## src/rtl/div_request_sequencer_pkg.sv

```systemverilog
// div_request_sequencer_pkg: shared types for the divide request sequencer
package div_request_sequencer_pkg;
    typedef logic [3:0] id_t;
    typedef enum logic [1:0] {DIV = 2'd0, DIVU = 2'd1, REM = 2'd2, REMU = 2'd3} div_op_t;
    typedef enum logic [1:0] {IDLE, START, WAIT, RESULT} div_fsm_t;
    function automatic logic is_signed_div_op(div_op_t op);
        return ~op[0];
    endfunction
    function automatic logic is_rem_op(div_op_t op);
        return op[1];
    endfunction
endpackage

```

## src/rtl/div_request_sequencer_if.sv

```systemverilog
// div_request_sequencer_if: issue, divider and writeback signals of the sequencer
// master = sequencer side, slave = issue/divider/writeback environment side
interface div_request_sequencer_if
    import div_request_sequencer_pkg::*;
#(
    parameter int DATA_WIDTH = 32
);
    logic possible_issue;
    logic new_request;
    id_t id;
    logic [DATA_WIDTH-1:0] rs1;
    logic [DATA_WIDTH-1:0] rs2;
    div_op_t op;
    logic ready;
    logic div_start;
    logic [DATA_WIDTH-1:0] div_dividend;
    logic [DATA_WIDTH-1:0] div_divisor;
    logic [DATA_WIDTH-1:0] div_quotient;
    logic [DATA_WIDTH-1:0] div_remainder;
    logic div_done;
    logic div_divisor_is_zero;
    logic wb_done;
    id_t wb_id;
    logic [DATA_WIDTH-1:0] wb_rd;
    logic wb_ack;
    modport master (
        input possible_issue, new_request, id, rs1, rs2, op,
        input div_quotient, div_remainder, div_done, div_divisor_is_zero, wb_ack,
        output ready, div_start, div_dividend, div_divisor, wb_done, wb_id, wb_rd
    );
    modport slave (
        output possible_issue, new_request, id, rs1, rs2, op,
        output div_quotient, div_remainder, div_done, div_divisor_is_zero, wb_ack,
        input ready, div_start, div_dividend, div_divisor, wb_done, wb_id, wb_rd
    );
endinterface

```

## src/rtl/div_request_sequencer_sign_fixup.sv

```systemverilog
// div_request_sequencer_sign_fixup: conditional two's complement negate of two values
// a/b in, neg_a/neg_b select negation, y_a/y_b out
module div_request_sequencer_sign_fixup #(
    parameter int DATA_WIDTH = 32
) (
    input  logic [DATA_WIDTH-1:0] a,
    input  logic [DATA_WIDTH-1:0] b,
    input  logic                  neg_a,
    input  logic                  neg_b,
    output logic [DATA_WIDTH-1:0] y_a,
    output logic [DATA_WIDTH-1:0] y_b
);
    assign y_a = neg_a ? -a : a;
    assign y_b = neg_b ? -b : b;
endmodule

```

## src/rtl/div_request_sequencer.sv

```systemverilog
// div_request_sequencer: issues DIV/REM ops to a shared unsigned divider with sign fixup, zero fast path and result reuse
// clk/rst plain; bus (master) carries issue inputs, divider start/operands/results and the writeback slot
module div_request_sequencer
    import div_request_sequencer_pkg::*;
#(
    parameter int DATA_WIDTH   = 32,
    parameter bit ENABLE_REUSE = 1
) (
    input logic clk,
    input logic rst,
    div_request_sequencer_if.master bus
);
    localparam int W = DATA_WIDTH;
    div_fsm_t state;
    logic [W-1:0] lat_rs1, lat_rs2, mag1, mag2, q_s, r_s, fix_q, fix_r, res, zero_res;
    logic [W-1:0] reuse_rs1, reuse_rs2, reuse_q, reuse_r;
    logic lat_sgn, neg_q, neg_r, is_rem, reuse_sgn, reuse_valid;
    logic sgn_in, neg_q_in, neg_r_in, zero_in, hit, in_wait, unused_ok;
    assign unused_ok = bus.possible_issue;
    assign sgn_in   = is_signed_div_op(bus.op);
    assign neg_q_in = sgn_in & (bus.rs1[W-1] ^ bus.rs2[W-1]);
    assign neg_r_in = sgn_in & bus.rs1[W-1];
    assign zero_in  = bus.rs2 == '0;
    assign hit = ENABLE_REUSE && reuse_valid && bus.rs1 == reuse_rs1 && bus.rs2 == reuse_rs2 && sgn_in == reuse_sgn;
    assign in_wait = state == WAIT;
    // Divide by zero bypasses sign correction: quotient is all ones, remainder the raw dividend.
    assign zero_res = is_rem_op(bus.op) ? bus.rs1 : '1;
    div_request_sequencer_sign_fixup #(.DATA_WIDTH(W)) u_operand (
        .a(bus.rs1), .b(bus.rs2),
        .neg_a(sgn_in & bus.rs1[W-1]), .neg_b(sgn_in & bus.rs2[W-1]),
        .y_a(mag1), .y_b(mag2)
    );
    // The result fixup serves the divider completion in WAIT and the reuse hit in IDLE.
    assign q_s = in_wait ? bus.div_quotient : reuse_q;
    assign r_s = in_wait ? bus.div_remainder : reuse_r;
    div_request_sequencer_sign_fixup #(.DATA_WIDTH(W)) u_result (
        .a(q_s), .b(r_s),
        .neg_a(in_wait ? neg_q : neg_q_in), .neg_b(in_wait ? neg_r : neg_r_in),
        .y_a(fix_q), .y_b(fix_r)
    );
    assign res = (in_wait ? is_rem : is_rem_op(bus.op)) ? fix_r : fix_q;
    always_ff @(posedge clk) begin
        if (rst) begin
            state            <= IDLE;
            bus.ready        <= 1'b1;
            bus.div_start    <= 1'b0;
            bus.wb_done      <= 1'b0;
            bus.wb_id        <= '0;
            bus.wb_rd        <= '0;
            bus.div_dividend <= '0;
            bus.div_divisor  <= '0;
            reuse_valid      <= 1'b0;
        end else begin
            case (state)
                IDLE: if (bus.new_request) begin
                    bus.wb_id        <= bus.id;
                    lat_rs1          <= bus.rs1;
                    lat_rs2          <= bus.rs2;
                    lat_sgn          <= sgn_in;
                    neg_q            <= neg_q_in;
                    neg_r            <= neg_r_in;
                    is_rem           <= is_rem_op(bus.op);
                    bus.div_dividend <= mag1;
                    bus.div_divisor  <= mag2;
                    bus.ready        <= 1'b0;
                    if (zero_in || hit) begin
                        bus.wb_rd   <= zero_in ? zero_res : res;
                        bus.wb_done <= 1'b1;
                        state       <= RESULT;
                    end else begin
                        bus.div_start <= 1'b1;
                        state         <= START;
                    end
                end
                START: begin
                    bus.div_start <= 1'b0;
                    state         <= WAIT;
                end
                WAIT: if (bus.div_done) begin
                    bus.wb_rd   <= res;
                    bus.wb_done <= 1'b1;
                    reuse_valid <= 1'b1;
                    reuse_rs1   <= lat_rs1;
                    reuse_rs2   <= lat_rs2;
                    reuse_sgn   <= lat_sgn;
                    reuse_q     <= bus.div_quotient;
                    reuse_r     <= bus.div_remainder;
                    state       <= RESULT;
                end
                RESULT: if (bus.wb_ack) begin
                    bus.wb_done <= 1'b0;
                    bus.ready   <= 1'b1;
                    state       <= IDLE;
                end
                default: state <= IDLE;
            endcase
        end
    end
    a_issue_when_ready: assert property (@(posedge clk) disable iff (rst) bus.new_request |-> bus.ready);
    a_divider_nonzero: assert property (@(posedge clk) disable iff (rst) (in_wait && bus.div_done) |-> !bus.div_divisor_is_zero);
endmodule

```

## src/flat_wrapper.sv

```systemverilog
// flat-port wrapper written by rule: the top's interface ports become plain ports
module div_request_sequencer_flat import div_request_sequencer_pkg::*;
#(
    parameter int DATA_WIDTH   = 32,
    parameter bit ENABLE_REUSE = 1
)
  (clk, rst, bus_possible_issue, bus_new_request, bus_id, bus_rs1, bus_rs2, bus_op, bus_div_quotient, bus_div_remainder, bus_div_done, bus_div_divisor_is_zero, bus_wb_ack, bus_ready, bus_div_start, bus_div_dividend, bus_div_divisor, bus_wb_done, bus_wb_id, bus_wb_rd);
  div_request_sequencer_if #(.DATA_WIDTH(DATA_WIDTH)) bus_i ();
  input logic clk;
  input logic rst;
  input wire logic [$bits(bus_i.possible_issue)-1:0] bus_possible_issue;
  input wire logic [$bits(bus_i.new_request)-1:0] bus_new_request;
  input wire logic [$bits(bus_i.id)-1:0] bus_id;
  input wire logic [$bits(bus_i.rs1)-1:0] bus_rs1;
  input wire logic [$bits(bus_i.rs2)-1:0] bus_rs2;
  input wire logic [$bits(bus_i.op)-1:0] bus_op;
  input wire logic [$bits(bus_i.div_quotient)-1:0] bus_div_quotient;
  input wire logic [$bits(bus_i.div_remainder)-1:0] bus_div_remainder;
  input wire logic [$bits(bus_i.div_done)-1:0] bus_div_done;
  input wire logic [$bits(bus_i.div_divisor_is_zero)-1:0] bus_div_divisor_is_zero;
  input wire logic [$bits(bus_i.wb_ack)-1:0] bus_wb_ack;
  output wire logic [$bits(bus_i.ready)-1:0] bus_ready;
  output wire logic [$bits(bus_i.div_start)-1:0] bus_div_start;
  output wire logic [$bits(bus_i.div_dividend)-1:0] bus_div_dividend;
  output wire logic [$bits(bus_i.div_divisor)-1:0] bus_div_divisor;
  output wire logic [$bits(bus_i.wb_done)-1:0] bus_wb_done;
  output wire logic [$bits(bus_i.wb_id)-1:0] bus_wb_id;
  output wire logic [$bits(bus_i.wb_rd)-1:0] bus_wb_rd;
  assign bus_i.possible_issue = bus_possible_issue;
  assign bus_i.new_request = bus_new_request;
  assign bus_i.id = bus_id;
  assign bus_i.rs1 = bus_rs1;
  assign bus_i.rs2 = bus_rs2;
  assign bus_i.op = bus_op;
  assign bus_i.div_quotient = bus_div_quotient;
  assign bus_i.div_remainder = bus_div_remainder;
  assign bus_i.div_done = bus_div_done;
  assign bus_i.div_divisor_is_zero = bus_div_divisor_is_zero;
  assign bus_i.wb_ack = bus_wb_ack;
  assign bus_ready = bus_i.ready;
  assign bus_div_start = bus_i.div_start;
  assign bus_div_dividend = bus_i.div_dividend;
  assign bus_div_divisor = bus_i.div_divisor;
  assign bus_wb_done = bus_i.wb_done;
  assign bus_wb_id = bus_i.wb_id;
  assign bus_wb_rd = bus_i.wb_rd;
  div_request_sequencer #(.DATA_WIDTH(DATA_WIDTH), .ENABLE_REUSE(ENABLE_REUSE)) u_core (.clk(clk), .rst(rst), .bus(bus_i));
endmodule
```

## config.mk

```make
export PLATFORM = sky130hd
export DESIGN_NAME = div_request_sequencer_flat
export DESIGN_NICKNAME = d
export VERILOG_FILES = /design/src/rtl/div_request_sequencer_pkg.sv /design/src/rtl/div_request_sequencer_if.sv /design/src/rtl/div_request_sequencer_sign_fixup.sv /design/src/rtl/div_request_sequencer.sv /design/src/flat_wrapper.sv
export SDC_FILE = /design/constraint.sdc
export NUM_CORES = 1
export LEC_CHECK = 0
export BUFFER_PORTS_ARGS = -buffer_cell sky130_fd_sc_hd__clkbuf_2
export CORE_MARGIN = 10
export CORE_UTILIZATION = 57
export DETAILED_ROUTE_END_ITERATION = 16
export PLACE_DENSITY = 0.9
export REMOVE_ABC_BUFFERS = 1
export SYNTH_ARGS = -nofsm -noshare
export SYNTH_HDL_FRONTEND = slang
export SYNTH_HIERARCHICAL = 1
export SYNTH_SLANG_ARGS = --single-unit
```

## constraint.sdc

```tcl
create_clock -name clk -period 11.3 [get_ports clk]
set_input_delay 2.26 -clock clk [delete_from_list [all_inputs] [get_ports clk]]
set_output_delay 2.26 -clock clk [all_outputs]
set_load 0.01 [all_outputs]
```

# [Word-level counts from Yosys, hierarchy flattened]
# Cells that the tools add are included.
[op_classes] reduce_logical=19 add_sub_neg=4 n_eq_ne=11 bitwise_logic=6 muxes=32
[op_table] operator="32-bit 2-to-1 mux" count=12
[op_table] operator="32-bit negation" count=4
[op_table] operator="32-bit equality test" count=2
[op_table] operator="32-bit case mux with 2 select lines" count=1
[op_table] operator="32-bit zero test" count=1
[op_table] operator="3-bit AND reduction" count=5
[op_table] operator="1-bit 2-to-1 mux" count=11
[op_table] operator="2-bit 2-to-1 mux" count=4
[op_table] operator="2-bit inequality test, second input constant" count=4
[op_table] operator="2-bit case mux with 4 select lines" count=1
[op_table] operator="2-bit nonzero test" count=3
[op_table] operator="5-bit AND reduction" count=1
[op_table] operator="2-bit equality test, second input constant" count=2
[op_table] operator="1-bit case mux with 2 select lines" count=2
[op_table] operator="2-bit AND reduction" count=2
[op_table] operator="4-bit AND reduction" count=1
[op_table] operator="1-bit AND" count=3
[op_table] operator="1-bit logical AND" count=3
[op_table] operator="1-bit case mux with 3 select lines" count=1
[op_table] operator="3-bit nonzero test" count=1
[op_table] operator="2-bit by 1-bit equality test with 1-bit output, second input constant" count=1
[op_table] operator="2-bit zero test" count=1
[op_table] operator="2-bit by 1-bit inequality test with 1-bit output, second input constant" count=1
[op_table] operator="1-bit inverter" count=2
[op_table] operator="3 further kinds" count=3
[word_totals] inputBits=141 ff_bits=303 out_inout_bits=103 word_cells=92

# [Depth between registers and ports, before layout]
# Gate-level depths: netlist (run 1).
[depth] depth_word=9 mapped_depth=16

# [Modules after synthesis]
# Netlist (run 1), hierarchy kept.
[by_module_without_submodules] module="div_request_sequencer" seq_area_each_um2=8037.7 cells_per_inst=1034 n_inst=1 area_per_inst_um2=12398.1
[by_module_without_submodules] module="div_request_sequencer_sign_fixup (u_core.u_result)" seq_area_each_um2=0.0 cells_per_inst=194 n_inst=1 area_per_inst_um2=1411.4
[by_module_without_submodules] module="div_request_sequencer_sign_fixup (u_core.u_operand)" seq_area_each_um2=0.0 cells_per_inst=187 n_inst=1 area_per_inst_um2=1323.8

# [Worst setup path before layout (run 1)]
# OpenSTA, ideal clock, no wires.
[synth_path] kind="input to register" from="in rst" to="reg u_core.reuse_q[0], enable pin" stages=3 slack_ps=2646 path_buffers=2 arrival_time_ps=8035 cell_sequence="clkbuf_1 -> clkbuf_1 -> nor2_1"
[synth_between] elab_chain_cells=2
[synth_lines] item="from (decl)" line="flat_wrapper.sv:10" source="input logic rst;"
[synth_lines] item="1-bit inverter (no source line)"
[synth_lines] item="3-bit AND reduction (no source line)"
[synth_lines] item="to (signal assigned)" line="div_request_sequencer.sv:86" source="reuse_q <= bus.div_quotient;"
[synth_lines] item="to (decl)" line="div_request_sequencer.sv:16" source="logic [W-1:0] reuse_rs1, reuse_rs2, reuse_q, reuse_r;"
# Every way passes these cells.
# A chain may end at the register's enable or synchronous reset.

# [Final worst setup path (run 1)]
[layout_path] from="in bus_rs1[29]" to="reg u_core.bus.wb_rd[0]"
[layout_between] elab_chain_cells=7
[layout_lines] item="from (decl)" line="flat_wrapper.sv:14" source="input wire logic [$bits(bus_i.rs1)-1:0] bus_rs1;"
[layout_lines] item="32-bit equality test" line="div_request_sequencer.sv:24" source="assign hit = ENABLE_REUSE && reuse_valid && bus.rs1 == reuse_rs1 && bus.rs2 == reuse_rs2 && sgn_in == reuse_sg ..."
[layout_lines] item="1-bit logical AND (3 in a row)" line="div_request_sequencer.sv:24"
[layout_lines] item="1-bit logical OR" line="div_request_sequencer.sv:66" source="if (zero_in || hit) begin"
[layout_lines] item="2-bit by 1-bit inequality test with 1-bit output (no source line)"
[layout_lines] item="4-bit AND reduction (no source line)"
[layout_lines] item="to (signal assigned)" line="div_request_sequencer.sv:67" source="bus.wb_rd <= zero_in ? zero_res : res;"
[layout_lines] item="to (signal assigned)" line="div_request_sequencer.sv:80" source="bus.wb_rd <= res;"
[layout_lines] item="to (decl)" line="div_request_sequencer_if.sv:29" source="output ready, div_start, div_dividend, div_divisor, wb_done, wb_id, wb_rd"
# Every way passes these cells.

==> results.md, run 1 <==
- Seq/Total Area, Yosys: 53.1%
- Final wirelength: 43800 um
- Dpl ws: 6.02 ns
- GRT Residual Overflow: 0
- Most frequent cells in the layout: clkbuf_2, edfxtp_1, nand2_1
- NumNets Final: 1766
- Fin. Hold Viols: 0
- Slew Viols, Final: 0
- Synth unique cells: 60
- First-pass GRT wire length: 67600 um
- Root buffer cell: clkbuf_16
- Filler cells: 1842
- Max Clock Skew: 0.0142 ns
- Hold Buf Count CTS: 0
- Peak supply drop: 0.199 mV
- Pre-antenna DRT Iters: 7
- Area Growth Syn to Fin: 16.5%
- Fin crit period: 4.81 ns
- Hold Path Class: reg2reg
- Post-CTS setup buffer count: 0
- Largest net degree at the start of global routing: 72
- CTS tree: done
- Initial DRC Count: 1336
- Via Count: 12300
- Slew @ Worst Pin: 1.40 ns
- Pwr Total: 3710 uW
- Outcome: finished clean
- RSZ-0062 raised after global routing: false
- WL/cell: 22.1 um
- Slew HR: 6.77%
- CP arrival: 5.23 ns
- Final TNS setup: 0 ns
- Final setup margin: 6.49 ns
- Mapped Cells: 1415
- Starting density of the core: 58.1%
- #FFs+latches synth: 303
- Post-synth EDFFs: 197
- Initial antenna violation count: 1
- CTS clock-pin slew for the worst setup and hold paths: 0.06 ns
- Average cell area after synthesis: 10.7 um2
- Die Height: 183 um
- Max Clk Rate: 208 MHz
- Routability congestion estimate: 0.895
- Mapped cell area: 15100 um2
- Clock Tree Buf Depth: 3
- # IOs: 244
- Pwr Density: 211 nW/um2
- Static Leakage: 0.00618 uW
- Worst setup SP type: input port
- Synth Warn #: 6
- Detailed placement HPWL: 30700 um
- Max Cap Viol: 0
- # setup viols final: 0
- DRC viols: 0
- Num CTS Buffers: 31
- Core box area: 26100 um2
- Required @ worst endpoint: 11.72 ns
- Async set-reset flop share out of synthesis: 0%
- Ys flop type: edfxtp_1
- Vias per cell: 6.21
- Port Buffers: 241
- Die X: 183 um
- Commonest non-fill, non-tap cell in the layout: clkbuf_2
- Vias in the first global route: 12200
- Layout cells sized above 1: 24.4%
- CP Capture Type: flip-flop
- Multi-input logic area: 6610 um2
- Cts repair resizes: 0
- CTS H-tree depth: 1
- Detail Route Antenna Nets: 0
- Skew-Pair Late Insertion Delay: 0.58 ns
- Reg area: 8040 um2
- GR Util All Layers: 24.9%
- CP Max Fanout: 32
- Crit Path Category: in2reg
- Die area: 33500 um2
- CTS Sinks: 303
- Final period utilization: 42.5%
- Std-Cell Rows: 59
[logic make-up after synthesis]
logic type               after synthesis  synth area share (%)
AO/OA/AOI/OAI                        336                  14.5
multiplexers                          65                  4.83
adder cells (fa/ha/maj)                8                 0.661
XOR/XNOR                             156                  9.03
AND/OR/NAND/NOR                      417                  14.1
flip-flops                           303                  53.1
buffers and inverters                130                  3.81
[per-stage QoR]
stage / util (%) / hold WS [ns] / cell area (um2) / std cells
final: 67.7 / 0.417 / 17600 / 1978
after global placement: 63.4 / 0.400 / 16500 / 1919
after CTS: 67.7 / 0.412 / 17600 / 1977
after global routing: 67.7 / 0.421 / 17600 / 1977
after floorplan: - / 0.400 / 14700 / 1333
after detailed placement: 63.4 / 0.405 / 16500 / 1919
[routing by layer]
metal	routed length (um)	track usage [%]	up-vias
met3	4610	6.44	120
li1	-	-	5584
met4	1990	11.6	0
met1	16800	31.5	5901
met5	0	0	-
met2	20400	39.4	672
[worst paths after layout]
check / from / end / slack, ns / depth (start not counted)
setup / recovery: bus_rs1[29] / u_core/bus.wb_rd[0]$_SDFFE_PP0P_ / 6.49 / 8
setup reg to reg: u_core/state[0]$_SDFFE_PP0P_ / u_core/bus.wb_rd[24]$_SDFFE_PP0P_ / 6.56 / 15
hold / removal: u_core/lat_rs1[7]$_DFFE_PP_ / u_core/reuse_rs1[7]$_DFFE_PP_ / 0.42 / 0
hold reg to reg: u_core/lat_rs1[7]$_DFFE_PP_ / u_core/reuse_rs1[7]$_DFFE_PP_ / 0.42 / 0
[sequential cells by signal, indices dropped and copies added (netlist names)]
| register | flops |
|---|---|
| u_core/state | 2 |
| u_core/bus.div_start | 1 |
| u_core/reuse_r | 32 |
| u_core/reuse_valid | 1 |
| u_core/bus.div_divisor | 32 |
| u_core/lat_rs2 | 32 |
| u_core/bus.div_dividend | 32 |
| u_core/neg_q | 1 |
| u_core/is_rem | 1 |
| u_core/bus.wb_rd | 32 |
| u_core/reuse_sgn | 1 |
| u_core/reuse_rs2 | 32 |
| u_core/bus.wb_done | 1 |
| u_core/lat_sgn | 1 |
| u_core/lat_rs1 | 32 |
| u_core/bus.wb_id | 4 |
| u_core/reuse_q | 32 |
| u_core/neg_r | 1 |
| u_core/reuse_rs1 | 32 |
| u_core/bus.ready | 1 |
[cell type report]
class,instances,area share (%)
Timing Repair Buffer,251,7.28
Sequential cell,303,45.6
Clock inverter,22,1.55
Multi-Input combinational cell,982,37.5
Antenna cell,1,0.0142
Clock buffer,36,4.73
Inverter,48,1.02
Tap cell,335,2.38
[report_power, final]
group / total [uW] / internal (uW) / leakage (uW) / switching (uW)
combinational: 1190 / 440 / 0.00297 / 749
sequential: 1420 / 1350 / 0.00266 / 67.9
clock: 1110 / 665 / 0.000548 / 444
total: 3710 / 2450 / 0.00618 / 1260
[cells in the mapped netlist (3+ instances only)]
cell	number	share of area, %
a2111o_1	3	0.22
a211oi_1	32	1.6
a21oi_1	105	3.5
a31oi_1	32	1.3
buf_1	5	0.12
buf_2	8	0.26
buf_4	7	0.35
buf_6	7	0.52
clkbuf_1	55	1.4
dfxtp_1	106	14
edfxtp_1	197	39
ha_1	8	0.66
inv_1	48	1.2
mux2_2	64	4.8
nand2_1	181	4.5
nand2b_1	36	1.5
nand3_1	42	1.4
nand4_1	14	0.58
nor2_1	17	0.42
nor2b_1	47	1.9
nor3_1	10	0.33
nor4_1	23	0.95
nor4_2	4	0.33
o2111ai_1	8	0.46
o21a_1	3	0.15
o21ai_0	44	1.5
o21ai_1	31	1.0
o31ai_1	30	1.5
o41ai_1	25	1.4
o41ai_2	6	0.64
or2_2	3	0.12
or3_1	15	0.62
or4_1	10	0.50
xnor2_1	155	9.0
[worst max-delay path, cell delays in order]
cell      delay (ns)
clkbuf_2        0.16
xnor2_1         0.40
nand4_1         0.20
nor4_1          0.66
nand3_1         0.37
o21a_1          0.70
o21ai_0         0.36
a21oi_1         0.11
Note: power is estimated with default switching activity, not from simulation.
==> run 2: changes to the inputs <==
Settings changed: CORE_UTILIZATION 57 to 52, PLACE_DENSITY 0.9 to 0.87.
Clock period 11.3 ns to 4.2 ns, I/O delays scaled along.
==> run 2 against run 1 <==
Setup slack worse by 6.1 ns; first-iteration DRC count shrank 19%; clock-buffer cell count up 8; wire length shrank 0.39%; utilization decreased by 5.5 points; sequential cell count unchanged; largest power group unchanged.
==> results.md, run 2 (same netlist as run 1, synthesis figures left out) <==
- Fin. Hold Viols: 0 (unchanged)
- Internal: 6480 uW (was 2450 uW)
- Die X: 191 um (was 183 um)
- Static Leakage: 0.00627 uW (was 0.00618 uW)
- WL/cell: 21.2 um (was 22.1 um)
- Std-Cell Rows: 62 (was 59)
- Die area: 36300 um2 (was 33500 um2)
- Post-Place Cells: 1989 (was 1919)
- Cts repair resizes: 0 (unchanged)
- Slew @ Worst Pin: 1.26 ns (was 1.40 ns)
- Final period utilization: 89.7%
- Starting density of the core: 52.7% (was 58.1%)
- Fin crit period: 3.77 ns
- WL met2: 20600 um (was 20400 um)
- Sw power: 3440 uW (was 1260 uW)
- CTS clock-pin slew for the worst setup and hold paths: 0.06 ns (about the same)
- Post-CTS setup buffer count: 0 (unchanged)
- Routability congestion estimate: 0.904 (was 0.895)
- Core box area: 28700 um2 (was 26100 um2)
- Area Growth Syn to Fin: 17.9% (was 16.5%)
- Slew HR: 16.1% (was 6.77%)
- Max Clock Skew: 0.0252 ns (was 0.0142 ns)
- Reg area: 8040 um2 (unchanged)
- Final setup margin: 0.432 ns (was 6.49 ns)
- Vias per cell: 5.97 (was 6.21)
- GR Util All Layers: 22.9% (was 24.9%)
- Layout cells sized above 1: 25.2% (was 24.4%)
- Dpl ws: 0.460 ns (was 6.02 ns)
- Pwr Density: 556 nW/um2 (was 211 nW/um2)
- Sequential share of power: 38.7% (was 38.1%)
- CP Capture Type: flip-flop (unchanged)
- # setup viols final: 0 (unchanged)
- Via Count: 12200 (was 12300)
- Pre-antenna DRT Iters: 6 (was 7)
- Detail Route Antenna Nets: 0 (unchanged)
- CTS Sinks: 303 (unchanged)
- Most frequent cells in the layout: clkbuf_2, edfxtp_1, nand2_1 (unchanged)
- CP arrival: 4.15 ns (was 5.23 ns)
- DR WL met3: 4000 um (was 4610 um)
- Crit Path Category: reg2reg (was in2reg)
- # IOs: 244 (unchanged)
- DRC viols: 0 (unchanged)
- Sw Ratio: 34.7% (was 34.0%)
- Largest net degree at the start of global routing: 69 (was 72)
- NumNets Final: 1791 (was 1766)
- Detailed placement HPWL: 31200 um (was 30700 um)
- First-pass GRT wire length: 66400 um (was 67600 um)
- Top Layer Used: met4 (unchanged)
- Clock Tree Buf Depth: 3 (unchanged)
- RSZ-0062 raised after global routing: false (unchanged)
- Multi-input logic area: 6610 um2 (unchanged)
- Port Buffers: 241 (unchanged)
- Filler cells: 2231 (was 1842)
- Max Cap Viol: 0 (unchanged)
- Initial antenna violation count: 1 (unchanged)
- GRT Residual Overflow: 0 (unchanged)
- Met1 Routed Length: 17400 um (was 16800 um)
- Initial DRC Count: 1088 (was 1336)
- Die Height: 191 um (was 183 um)
- Slew Viols, Final: 0 (unchanged)
- Skew-Pair Late Insertion Delay: 0.53 ns (was 0.58 ns)
- Worst setup SP type: flip-flop (was input port)
- Vias in the first global route: 12100 (was 12200)
- Clock share of power: 28.8% (was 29.9%)
- CTS tree: done (unchanged)
- CTS H-tree depth: 2 (was 1)
- Hold Buf Count CTS: 0 (unchanged)
- Root buffer cell: clkbuf_16 (unchanged)
- Outcome: finished clean (unchanged)
- Finished Layout Cells: 2052 (was 1978)
- Final TNS setup: 0 ns (unchanged)
- Num CTS Buffers: 35 (was 31)
- Peak supply drop: 0.301 mV (was 0.199 mV)
- Pwr Total: 9920 uW (was 3710 uW)
- Final wirelength: 43600 um (was 43800 um)
- Required @ worst endpoint: 4.59 ns (was 11.72 ns)
- CP Max Fanout: 39 (was 32)
- Hold Path Class: reg2reg (unchanged)
- N_diodes: 0 (was 1)
- Max Clk Rate: 265 MHz
- Comb pwr share: 32.6% (was 32.0%)
- Commonest non-fill, non-tap cell in the layout: clkbuf_2 (unchanged)
run 2: changes by cell type in the layout (fill, tap and decap cells not counted), sizes merged:
cell,before,now
bufinv,6,0
clkinv,14,17
clkbuf,276,284
buf,11,32
diode,1,0
run 2: final timing paths:
check | to | slack (ns) | startpoint | cells past startpoint
max | u_core/bus.wb_rd[26]$_SDFFE_PP0P_ | 0.43 | u_core/state[0]$_SDFFE_PP0P_ | 15
min | u_core/reuse_rs1[4]$_DFFE_PP_ | 0.40 | u_core/lat_rs1[4]$_DFFE_PP_ | 0
max reg2reg | u_core/bus.wb_rd[26]$_SDFFE_PP0P_ | 0.43 | u_core/state[0]$_SDFFE_PP0P_ | 15
min reg2reg | u_core/reuse_rs1[4]$_DFFE_PP_ | 0.40 | u_core/lat_rs1[4]$_DFFE_PP_ | 0
run 2: layout make-up:
| class | count | area share [%] |
|---|---|---|
| timing repair buffer | 272 | 8.15 |
| inverter | 48 | 1.01 |
| multi-input combinational | 982 | 37.0 |
| clock inverter | 19 | 0.743 |
| clock buffer | 44 | 5.33 |
| tap | 384 | 2.69 |
| sequential | 303 | 45.1 |
run 2: power groups by stage:
stage / combinational, uW / clock (uW) / sequential, uW
2_1_floorplan: 2010 / 0 / 3960
3_3_place_gp: 3080 / 0 / 3860
3_5_place_dp: 3180 / 0 / 3890
4_1_cts: 3200 / 2890 / 3830
5_1_grt: 3500 / 3000 / 3870
6_report: 3230 / 2850 / 3830
run 2: per-stage QoR:
| stage | utilization [%] | area [um2] | hold slack (ns) |
|---|---|---|---|
| after floorplan | - | 14700 | 0.400 |
| after global placement | 58.4 | 16800 | 0.400 |
| after detailed placement | 58.4 | 16800 | 0.405 |
| after CTS | 62.2 | 17800 | 0.406 |
| after global routing | 62.2 | 17800 | 0.415 |
| final | 62.2 | 17800 | 0.402 |
run 2: metal layers:
layer  vias to the layer above  global-route usage, %
li1                       5639                      -
met1                      5879                   29.0
met2                       619                   37.2
met3                       110                   5.10
met4                         0                   8.96
met5                         -                      0
run 2: critical path, cell delays in order, from the launching register on:
cell and delay [ns]:
dfxtp_1 0.34, inv_1 0.13, ha_4 0.51, mux2_2 0.44, inv_1 0.07, ha_1 0.16, nor3b_1 0.36, nand4_1 0.17
buf_4 0.22, o41ai_2 0.35, xnor2_1 0.10, nor2b_1 0.14, a211oi_1 0.32, a31oi_1 0.07, nand3_1 0.12, a21oi_1 0.09
